===== config.mk =====
export PLATFORM = sky130hd
export DESIGN_NAME = i2c_reg_ctrl
export DESIGN_NICKNAME = d
export VERILOG_FILES = /design/src/rtl/i2c_pkg.sv /design/src/rtl/i2c_wdt.sv /design/src/rtl/i2c_reg_ctrl.sv
export SDC_FILE = /design/constraint.sdc
export NUM_CORES = 1
export LEC_CHECK = 0
export ABC_AREA = 1
export ABC_CLOCK_PERIOD_IN_PS = 5580
export CAP_MARGIN = 30
export CELL_PAD_IN_SITES_DETAIL_PLACEMENT = 1
export CELL_PAD_IN_SITES_GLOBAL_PLACEMENT = 1
export CORE_MARGIN = 2
export CORE_UTILIZATION = 38
export CTS_CLUSTER_DIAMETER = 100
export DETAILED_ROUTE_END_ITERATION = 10
export GPL_TIMING_DRIVEN = 0
export PLACE_DENSITY_LB_ADDON = 0.1
export SYNTH_ARGS = -nofsm -noshare
export SYNTH_HDL_FRONTEND = slang
export SYNTH_HIERARCHICAL = 1
export SYNTH_SLANG_ARGS = --single-unit

===== constraint.sdc =====
create_clock -name clk -period 5.58 [get_ports clk]
set_clock_uncertainty 0.2 [all_clocks]
set_input_delay 1.116 -clock clk [delete_from_list [all_inputs] [get_ports clk]]
set_output_delay 1.116 -clock clk [all_outputs]
set_load 0.005 [all_outputs]

===== src/rtl/i2c_pkg.sv =====
// Shared command bits, FSM state encoding and per-step command/byte encoding
// for the I2C register transaction sequencer.
package i2c_pkg;

  localparam logic [5:0] CMD_WR   = 6'b000001;
  localparam logic [5:0] CMD_STA  = 6'b000010;
  localparam logic [5:0] CMD_RD   = 6'b000100;
  localparam logic [5:0] CMD_STO  = 6'b001000;
  localparam logic [5:0] CMD_ACK  = 6'b010000;
  localparam logic [5:0] CMD_NACK = 6'b100000;

  localparam logic [5:0] CMD_ADDR    = CMD_STA | CMD_WR;
  localparam logic [5:0] CMD_BYTE    = CMD_WR;
  localparam logic [5:0] CMD_WR_LAST = CMD_WR | CMD_STO;
  localparam logic [5:0] CMD_RD_LAST = CMD_RD | CMD_NACK | CMD_STO;

  typedef enum logic [3:0] {
    IDLE, W_DEV, W_REG, W_DAT, R_DEVW, R_REG, R_DEVR, R_DAT, ABORT, DONE
  } state_t;

  typedef enum logic {PH_ISSUE, PH_WAIT} phase_t;

  typedef struct packed {
    logic [5:0] cmd;
    logic [7:0] tx;
  } step_t;

  function automatic step_t step_enc(state_t s, logic [6:0] dev, logic [7:0] ra,
                                     logic [7:0] wd);
    case (s)
      W_DEV, R_DEVW: return '{cmd: CMD_ADDR,    tx: {dev, 1'b0}};
      W_REG, R_REG:  return '{cmd: CMD_BYTE,    tx: ra};
      W_DAT:         return '{cmd: CMD_WR_LAST, tx: wd};
      R_DEVR:        return '{cmd: CMD_ADDR,    tx: {dev, 1'b1}};
      default:       return '{cmd: CMD_RD_LAST, tx: 8'h00};
    endcase
  endfunction

  function automatic state_t next_step(state_t s);
    case (s)
      W_DEV:   return W_REG;
      W_REG:   return W_DAT;
      R_DEVW:  return R_REG;
      R_REG:   return R_DEVR;
      R_DEVR:  return R_DAT;
      default: return DONE;
    endcase
  endfunction

endpackage


===== src/rtl/i2c_wdt.sv =====
// Per-step watchdog: cleared when a step is issued, counts while waiting for
// trans_done and flags expiry at LIMIT-1. Only used in I2C_WDT_EN builds.
module i2c_wdt #(
  parameter int unsigned LIMIT = 2_000_000
) (
  input  logic clk,
  input  logic rst,
  input  logic clr,
  input  logic en,
  output logic expired
);

  logic [31:0] cnt;

  always_ff @(posedge clk or posedge rst) begin
    if (rst) begin
      cnt <= '0;
    end else if (clr) begin
      cnt <= '0;
    end else if (en) begin
      cnt <= cnt + 32'd1;
    end
  end

  assign expired = en && (cnt == LIMIT - 1);

endmodule


===== src/rtl/i2c_reg_ctrl.sv =====
// Single-byte I2C register read/write sequencer driving the bit-level shifter.
// Define I2C_WDT_EN to abort a step that gets no trans_done within WDT_CYCLES.
module i2c_reg_ctrl #(
  parameter int unsigned WDT_CYCLES = 2_000_000
) (
  input  logic       clk,
  input  logic       rst,
  input  logic       wr_req,
  input  logic       rd_req,
  input  logic [6:0] dev_addr,
  input  logic [7:0] reg_addr,
  input  logic [7:0] wr_data,
  output logic       busy,
  output logic       rw_done,
  output logic       ack_err,
  output logic [7:0] rd_data,
  output logic [5:0] cmd,
  output logic       go,
  output logic [7:0] tx_data,
  input  logic       trans_done,
  input  logic [7:0] rx_data,
  input  logic       ack_o
);
  import i2c_pkg::*;

  state_t     state;
  phase_t     phase;
  logic [6:0] dev_q;
  logic [7:0] reg_q;
  logic [7:0] wdat_q;
  step_t      step;
  logic       accept;
  logic       wdt_expired;

  assign accept = (state == IDLE) && !busy && (wr_req || rd_req);
  assign step   = step_enc(state, dev_q, reg_q, wdat_q);

  // Request operands are data only: captured on accept, never reset.
  always_ff @(posedge clk) begin
    if (accept) begin
      dev_q  <= dev_addr;
      reg_q  <= reg_addr;
      wdat_q <= wr_data;
    end
  end

`ifdef I2C_WDT_EN
  logic wdt_clr;
  logic wdt_en;

  assign wdt_clr = (phase == PH_ISSUE) && (state != IDLE) && (state != DONE);
  assign wdt_en  = (phase == PH_WAIT);

  i2c_wdt #(.LIMIT(WDT_CYCLES)) u_wdt (
    .clk     (clk),
    .rst     (rst),
    .clr     (wdt_clr),
    .en      (wdt_en),
    .expired (wdt_expired)
  );
`else
  logic unused_wdt_cfg;

  assign unused_wdt_cfg = ^WDT_CYCLES;
  assign wdt_expired    = 1'b0;
`endif

  always_ff @(posedge clk or posedge rst) begin
    if (rst) begin
      state   <= IDLE;
      phase   <= PH_ISSUE;
      busy    <= 1'b0;
      rw_done <= 1'b0;
      ack_err <= 1'b0;
      rd_data <= 8'h00;
      cmd     <= 6'h00;
      go      <= 1'b0;
      tx_data <= 8'h00;
    end else begin
      go      <= 1'b0;
      rw_done <= 1'b0;
      case (state)
        IDLE: begin
          // busy is still high during the rw_done cycle and drops here.
          if (accept) begin
            state   <= wr_req ? W_DEV : R_DEVW;
            phase   <= PH_ISSUE;
            busy    <= 1'b1;
            ack_err <= 1'b0;
          end else begin
            busy <= 1'b0;
          end
        end
        DONE: begin
          rw_done <= 1'b1;
          state   <= IDLE;
        end
        default: begin
          if (phase == PH_ISSUE) begin
            go      <= 1'b1;
            cmd     <= step.cmd;
            tx_data <= step.tx;
            phase   <= PH_WAIT;
          end else if (trans_done) begin
            phase <= PH_ISSUE;
            if (state == R_DAT) begin
              rd_data <= rx_data;
              state   <= DONE;
            end else if (state == ABORT) begin
              state <= DONE;
            end else if (ack_o) begin
              // A NACK on a step that already sent STOP needs no bus release.
              ack_err <= 1'b1;
              state   <= (state == W_DAT) ? DONE : ABORT;
            end else begin
              state <= next_step(state);
            end
          end else if (wdt_expired) begin
            ack_err <= 1'b1;
            rw_done <= 1'b1;
            phase   <= PH_ISSUE;
            state   <= IDLE;
          end
        end
      endcase
    end
  end

endmodule


==> flow_results.xml, run 1 <==
<?xml version="1.0" encoding="UTF-8"?>
<metrics>
  <group name="clock_tree">
    <metric name="tritoncts_sinks" unit="">52</metric>
    <metric name="postCtsSetupBuffers" unit="">0</metric>
    <metric name="cts-hold-fix-buffers" unit="">0</metric>
    <metric name="clk_path_buf_depth" unit="">2</metric>
    <metric name="ctsResizeCount" unit="">0</metric>
    <metric name="clockRootBuffer" unit="">clkbuf_8</metric>
    <metric name="htree_levels" unit="">2</metric>
    <metric name="cts_inserted_buffers" unit="">5</metric>
    <metric name="tritoncts_clock_tree" unit="">done</metric>
    <metric name="clock_insertion_delay_worst_skew" unit="ns">0.30</metric>
    <metric name="clkSlewWorstSetupHoldPaths" unit="ns">0.09</metric>
  </group>
  <group name="cells_and_area">
    <metric name="antenna-diode-count" unit="">0</metric>
    <metric name="finish.cell_count_without_fillers" unit="">365</metric>
    <metric name="nNetsFinal" unit="">329</metric>
    <metric name="fillers" unit="">635</metric>
    <metric name="areaGrowthSynthToFinish" unit="%">37.6</metric>
    <metric name="layout.cell_area.non_filler" unit="um2">3040</metric>
    <metric name="finalCoreUtilization" unit="%">54.8</metric>
    <metric name="post_route_cells_drive_above_1_share" unit="%">10.9</metric>
  </group>
  <group name="setup_path">
    <metric name="crit_path_class" unit="">reg -&gt; out</metric>
    <metric name="setup.worst_path.end_class" unit="">output pin</metric>
    <metric name="worstPathMaxFanout" unit="">3</metric>
    <metric name="cp_data_required_time" unit="ns">4.26</metric>
    <metric name="worstPathCellList" unit="">buf_4 -&gt; clkdlybuf4s50_1</metric>
    <metric name="timing.critical_path.arrival" unit="ns">1.28</metric>
    <metric name="cp-start-kind" unit="">register</metric>
    <metric name="critical-path-slowest-cell" unit="">clkdlybuf4s50_1</metric>
    <metric name="max_stage_delay" unit="ns">0.48</metric>
  </group>
  <group name="routing">
    <metric name="totalWireLength" unit="um">4930</metric>
    <metric name="routed_wire_length_per_instance" unit="um">13.5</metric>
    <metric name="drcViolationCount" unit="">0</metric>
    <metric name="viasPerCell" unit="">4.72</metric>
    <metric name="routed-via-count" unit="">1721</metric>
    <metric name="final_antenna_net_count" unit="">0</metric>
    <metric name="first_iter_violations" unit="">47</metric>
    <metric name="drt_pass1_iterations" unit="">4</metric>
  </group>
  <group name="power">
    <metric name="peakVddDrop" unit="uV">209</metric>
    <metric name="cell_internal_pwr" unit="uW">907</metric>
    <metric name="power.combinational.fraction" unit="%">44.2</metric>
    <metric name="total_leakage_power" unit="uW">0.00131</metric>
    <metric name="pwr_density_cell" unit="nW/um2">473</metric>
    <metric name="power.switching" unit="uW">529</metric>
    <metric name="pwr-share-seq" unit="%">41.1</metric>
    <metric name="power_frac_clock" unit="%">14.7</metric>
    <metric name="switching_share" unit="%">36.8</metric>
  </group>
  <group name="placement">
    <metric name="dpl.hpwl" unit="um">3710</metric>
    <metric name="post_dp_cell_area" unit="um2">2950</metric>
    <metric name="place.port_buffers" unit="">61</metric>
    <metric name="globalplace.congestion" unit="">0.765</metric>
    <metric name="post-place-cells" unit="">357</metric>
  </group>
  <group name="timing">
    <metric name="fin_crit_sh" unit="%">46.5</metric>
    <metric name="slew_headroom" unit="%">50.9</metric>
    <metric name="timing_worst_slew_pin_value" unit="ns">0.732</metric>
    <metric name="timing_hold_violations_final" unit="">0</metric>
    <metric name="fmax" unit="MHz">385</metric>
    <metric name="finalSetupViolCount" unit="">0</metric>
    <metric name="time_the_worst_path_needs_with_i_o_delays_and_setup" unit="ns">2.59</metric>
    <metric name="final_slew_violations" unit="">0</metric>
    <metric name="grt_setup_unrepaired" unit="">false</metric>
    <metric name="hold-worst-slack" unit="ns">0.287</metric>
    <metric name="tns" unit="ns">0</metric>
  </group>
  <group name="grt">
    <metric name="grt_max_degree" unit="">23</metric>
    <metric name="global_route.overflow_total" unit="">0</metric>
    <metric name="vias_in_the_first_global_route" unit="">1796</metric>
    <metric name="grt_first_pass_wirelength" unit="um">8460</metric>
    <metric name="globalRouteTotalUtil" unit="%">17.3</metric>
    <metric name="antenna_violations_before_repair" unit="">0</metric>
  </group>
  <group name="die">
    <metric name="start_util" unit="%">39.8</metric>
    <metric name="num_rows" unit="">27</metric>
    <metric name="core_area" unit="um2">5540</metric>
    <metric name="die_y" unit="um">80.2</metric>
    <metric name="die_area" unit="um2">6430</metric>
    <metric name="design.portCount" unit="">63</metric>
    <metric name="die_width" unit="um">80.2</metric>
  </group>
  <group name="logic_synthesis">
    <metric name="synth_nets" unit="">259</metric>
    <metric name="ys_async_sr_fraction" unit="%">55.8</metric>
    <metric name="synth_top_cells_by_count" unit="">75 x nand2_1, 29 x dfrtp_1, 23 x edfxtp_1</metric>
    <metric name="synth_seq_area_share" unit="%">64.2</metric>
    <metric name="netlist_instances" unit="">222</metric>
    <metric name="post_synth_main_area_contributors" unit="">dfrtp_1 33%, edfxtp_1 31%, nand2_1 13%</metric>
    <metric name="post_synth_instance_area" unit="um2">2210</metric>
    <metric name="number_of_enable_type_register_cells_in_the_synthesized_netlist" unit="">23</metric>
    <metric name="dominantRegCellSynth" unit="">dfrtp_1</metric>
    <metric name="synth_area_leader_cell" unit="">dfrtp_1</metric>
    <metric name="synthDominantCellAreaShare" unit="%">32.9</metric>
    <metric name="syn_avg_cell_area" unit="um2">9.94</metric>
    <metric name="netlist-cell-type-count" unit="">24</metric>
    <metric name="synthesis.yosys.warnings" unit="">6</metric>
    <metric name="ys_ff_latch" unit="">52</metric>
    <metric name="synthMostInstantiatedCell" unit="">nand2_1</metric>
  </group>
  <group name="run_status">
    <metric name="run_status" unit="">finished clean</metric>
  </group>
  <group name="min_path">
    <metric name="hold_path_class" unit="">reg -&gt; reg</metric>
  </group>
  <group name="run">
    <metric name="maxCapViolations" unit="">0</metric>
  </group>
</metrics>
[final cells by class]
type	instances	area [um2]	share of cell area, %
Buffer	6	50.0	1.65
Clock buffer	6	72.6	2.39
Clock inverter	2	11.3	0.371
Inverter	22	82.6	2.72
Multi-Input combinational cell	142	659	21.7
Sequential cell	52	1420	46.7
Tap cell	72	90.1	2.97
Timing Repair Buffer	63	653	21.5
[sequential cells by signal (all words and copies together), names as in the netlist, 4 cells and up]
name,flops
cmd,4
dev_q,7
rd_data,8
reg_q,8
state,4
tx_data,8
wdat_q,8
[cells by family (layout without fill, tap and decap cells)]
group | Yosys count | after routing | synth area share [%]
buf+inv | 28 | 99 | 6.01
other cells | 1 | 1 | 0.170
compound gates | 24 | 24 | 6.24
simple gates | 117 | 117 | 23.4
flops | 52 | 52 | 64.2
[routing by layer]
metal | GRT usage [%] | routed length, um | vias up | share of wire (%)
met4 | 5.08 | 61 | 0 | 1.2
li1 | - | - | 850 | -
met3 | 3.82 | 253 | 6 | 5.1
met2 | 29.9 | 2510 | 45 | 51
met5 | 0 | 0 | - | 0
met1 | 21.8 | 2110 | 820 | 43
[final timing paths]
path | start | cells past startpoint | end | slack (ns)
min in group asynchronous | rst | 2 | rd_data[1]$_DFFE_PP0P_ | 0.90
worst min register to register | cmd[1]$_DFFE_PP0P_ | 2 | cmd[1]$_DFFE_PP0P_ | 0.29
worst min-delay path | cmd[1]$_DFFE_PP0P_ | 2 | cmd[1]$_DFFE_PP0P_ | 0.29
max in group asynchronous | rst | 3 | cmd[3]$_DFFE_PP0P_ | 3.82
worst max-delay path | cmd[2]$_DFFE_PP0P_ | 2 | cmd[5] | 2.99
worst max register to register | state[3]$_DFFE_PP0P_ | 6 | cmd[2]$_DFFE_PP0P_ | 3.68
[power by group through the flow]
| stage | logic (uW) | registers [uW] | clock network [uW] |
|---|---|---|---|
| 6_report | 635 | 590 | 211 |
| 5_1_grt | 725 | 607 | 230 |
| 4_1_cts | 652 | 593 | 219 |
| 3_5_place_dp | 650 | 600 | 0 |
| 3_3_place_gp | 621 | 599 | 0 |
| 2_1_floorplan | 348 | 598 | 0 |
[through the flow]
step	total power, uW	worst slack, ns
final	1440	2.99
after global routing	1560	2.93
after CTS	1460	2.97
after detailed placement	1250	2.78
after global placement	1220	1.82
after floorplan	946	2.73
[worst max-delay path, delay by kind of cell, from the launching register on]
family                 cells  cell delay (ns)
buffers and inverters      2             0.59
flip-flops                 1             0.38
[cell usage in the layout (no fill, tap or decap), types with 2 or more instances in the layout]
master / netlist / final
a21oi_1: 3 / 3
buf_4: 3 / 3
buf_6: 2 / 2
clkbuf_8: 0 / 5
clkdlybuf4s50_1: 0 / 61
dfrtp_1: 29 / 29
edfxtp_1: 23 / 23
inv_1: 19 / 19
inv_2: 3 / 3
nand2_1: 75 / 75
nand2_2: 5 / 5
nand2_4: 2 / 2
nand3_1: 13 / 13
nor2_1: 17 / 16
nor2_2: 1 / 2
nor2_4: 2 / 2
o21ai_0: 14 / 14
o21ai_2: 3 / 3
Power figures use the tool's default switching activity.
==> run 2: changes to the inputs <==
ABC_CLOCK_PERIOD_IN_PS = 2300   (was 5580)
CORE_UTILIZATION = 32   (was 38)
clock period = 2.3 ns   (was 5.58 ns; I/O delays follow)
==> flow_results.xml, run 2 (synthesis gave the netlist of run 1 again) <==
<?xml version="1.0" encoding="UTF-8"?>
<metrics>
  <group name="run_status">
    <metric name="run_status" unit="">finished clean</metric>
  </group>
  <group name="setup_path">
    <metric name="path_buf_inv" unit="">1</metric>
    <metric name="max_stage_delay" unit="ns">0.67</metric>
    <metric name="cp-start-kind" unit="">register</metric>
    <metric name="timing.critical_path.arrival" unit="ns">1.96</metric>
    <metric name="critical-path-slowest-cell" unit="">o21ai_1</metric>
    <metric name="worstPathMaxFanout" unit="">9</metric>
    <metric name="cp_data_required_time" unit="ns">2.30</metric>
    <metric name="cp_common_cell" unit="">nand2_1</metric>
    <metric name="setup.worst_path.end_class" unit="">register</metric>
    <metric name="worstPathCellList" unit="">inv_2 -&gt; nand2_4 -&gt; o21ai_1 -&gt; nand2_1 -&gt; nand2_1 -&gt; nor2_1</metric>
    <metric name="critical_path.top_delay_family" unit="">compound AO/OA/AOI/OAI gates</metric>
    <metric name="crit_path_class" unit="">reg -&gt; reg</metric>
  </group>
  <group name="timing">
    <metric name="fin_crit_sh" unit="%">85.3</metric>
    <metric name="grt_setup_unrepaired" unit="">false</metric>
    <metric name="time_the_worst_path_needs_with_i_o_delays_and_setup" unit="ns">1.96</metric>
    <metric name="tns" unit="ns">0</metric>
    <metric name="slew_headroom" unit="%">43.5</metric>
    <metric name="timing_worst_slew_pin_value" unit="ns">0.841</metric>
    <metric name="finalSetupViolCount" unit="">0</metric>
    <metric name="timing_hold_violations_final" unit="">0</metric>
    <metric name="fmax" unit="MHz">509</metric>
    <metric name="final_slew_violations" unit="">0</metric>
  </group>
  <group name="grt">
    <metric name="antenna_violations_before_repair" unit="">0</metric>
    <metric name="global_route.overflow_total" unit="">0</metric>
    <metric name="grt_first_pass_wirelength" unit="um">8270</metric>
    <metric name="vias_in_the_first_global_route" unit="">1707</metric>
    <metric name="globalRouteTotalUtil" unit="%">14.3</metric>
    <metric name="grt_max_degree" unit="">21</metric>
  </group>
  <group name="cells_and_area">
    <metric name="nNetsFinal" unit="">329</metric>
    <metric name="layout_common_cells" unit="">75 x nand2_1, 61 x clkdlybuf4s50_1, 29 x dfrtp_1</metric>
    <metric name="antenna-diode-count" unit="">0</metric>
    <metric name="post_route_cells_drive_above_1_share" unit="%">10.9</metric>
    <metric name="finalCoreUtilization" unit="%">45.5</metric>
    <metric name="layout_commonest_cell" unit="">nand2_1</metric>
    <metric name="areaGrowthSynthToFinish" unit="%">38.5</metric>
  </group>
  <group name="clock_tree">
    <metric name="htree_levels" unit="">2</metric>
    <metric name="tritoncts_sinks" unit="">52</metric>
    <metric name="clock_insertion_delay_worst_skew" unit="ns">0.30</metric>
    <metric name="tritoncts_clock_tree" unit="">done</metric>
    <metric name="clk_path_buf_depth" unit="">2</metric>
    <metric name="ctsResizeCount" unit="">0</metric>
    <metric name="clkSlewWorstSetupHoldPaths" unit="ns">0.09</metric>
    <metric name="cts-hold-fix-buffers" unit="">0</metric>
    <metric name="cts_inserted_buffers" unit="">5</metric>
    <metric name="postCtsSetupBuffers" unit="">0</metric>
    <metric name="clockRootBuffer" unit="">clkbuf_8</metric>
  </group>
  <group name="power">
    <metric name="peakVddDrop" unit="uV">336</metric>
    <metric name="total_leakage_power" unit="uW">0.00132</metric>
    <metric name="pwr_density_cell" unit="nW/um2">1170</metric>
  </group>
  <group name="routing">
    <metric name="totalWireLength" unit="um">4920</metric>
    <metric name="viasPerCell" unit="">4.56</metric>
    <metric name="first_iter_violations" unit="">62</metric>
    <metric name="routed_wire_length_per_instance" unit="um">13.2</metric>
    <metric name="routed-via-count" unit="">1702</metric>
    <metric name="final_antenna_net_count" unit="">0</metric>
    <metric name="drt_pass1_iterations" unit="">4</metric>
    <metric name="drcViolationCount" unit="">0</metric>
  </group>
  <group name="die">
    <metric name="start_util" unit="%">32.8</metric>
    <metric name="die_area" unit="um2">7570</metric>
    <metric name="die_y" unit="um">87.0</metric>
    <metric name="design.portCount" unit="">63</metric>
    <metric name="core_area" unit="um2">6720</metric>
    <metric name="num_rows" unit="">30</metric>
    <metric name="die_width" unit="um">87.0</metric>
  </group>
  <group name="placement">
    <metric name="place.port_buffers" unit="">61</metric>
    <metric name="globalplace.congestion" unit="">0.742</metric>
    <metric name="dpl.hpwl" unit="um">3720</metric>
  </group>
  <group name="min_path">
    <metric name="hold_path_class" unit="">reg -&gt; reg</metric>
  </group>
  <group name="run">
    <metric name="maxCapViolations" unit="">0</metric>
  </group>
</metrics>
==> run 2: cell types whose count changed in the layout (fill, tap and decap cells not counted) <==
cell	change
buf_16	-1
buf_8	+1
bufinv_16	+1
clkinv_1	-1
clkinvlp_4	-1
clkbuf_1	+1
==> run 2: area by class of cell <==
type                    instances  area (um2)
repair buffers                 63         641
fillers                       758        3660
plain buffers                   6        50.0
clock buffers                   7        76.3
clock inverters                 1        30.0
multi-input cells             142         659
flip-flops and latches         52        1420
well taps                      80         100
inverters                      22        82.6
==> run 2: per-layer routing <==
metal | up-vias | GRT usage (%) | wire length [um]
met5 | - | 0 | 0
met3 | 9 | 2.65 | 244
met1 | 798 | 19.2 | 2250
met2 | 47 | 22.8 | 2330
met4 | 0 | 5.68 | 97
li1 | 848 | - | -
==> run 2: stage by stage <==
stage	setup WS [ns]	cell area (um2)	hold slack (ns)	power, uW	std cells
floorplan	0.284	2210	0.265	2300	222
global placement	-0.366	2920	0.260	2970	363
detailed placement	0.0905	2950	0.264	3030	365
CTS	0.306	3060	0.285	3650	373
global route	0.146	3060	0.322	3910	373
finish	0.337	3060	0.277	3580	373
==> run 2: report_power, final <==
part	internal (uW)	switching [uW]	leakage [uW]
Clock	326	285	0.0000524
Sequential	1280	163	0.000554
Combinational	711	819	0.000716
==> run 2: final timing paths <==
kind / slack [ns] / cells after the start / to / start
hold / removal: 0.28 / 2 / cmd[1]$_DFFE_PP0P_ / cmd[1]$_DFFE_PP0P_
setup reg to reg: 0.34 / 6 / cmd[2]$_DFFE_PP0P_ / state[3]$_DFFE_PP0P_
hold reg to reg: 0.28 / 2 / cmd[1]$_DFFE_PP0P_ / cmd[1]$_DFFE_PP0P_
setup / recovery: 0.34 / 6 / cmd[2]$_DFFE_PP0P_ / state[3]$_DFFE_PP0P_
min in group asynchronous: 0.37 / 2 / state[2]$_DFFE_PP0P_ / rst
max in group asynchronous: 0.99 / 3 / tx_data[4]$_DFFE_PP0P_ / rst
==> run 2: tightest hold or removal path: cells and delay by family (launching register included) <==
family           cells  cell delay (ns)
flip-flops           1             0.35
AND/OR/NAND/NOR      2             0.10
==> run 3: changes to the inputs <==
GPL_ROUTABILITY_DRIVEN = 0   (was not set)
==> results of run 3 <==
The final DEF is identical to that of run 2; final timing and power are the same.
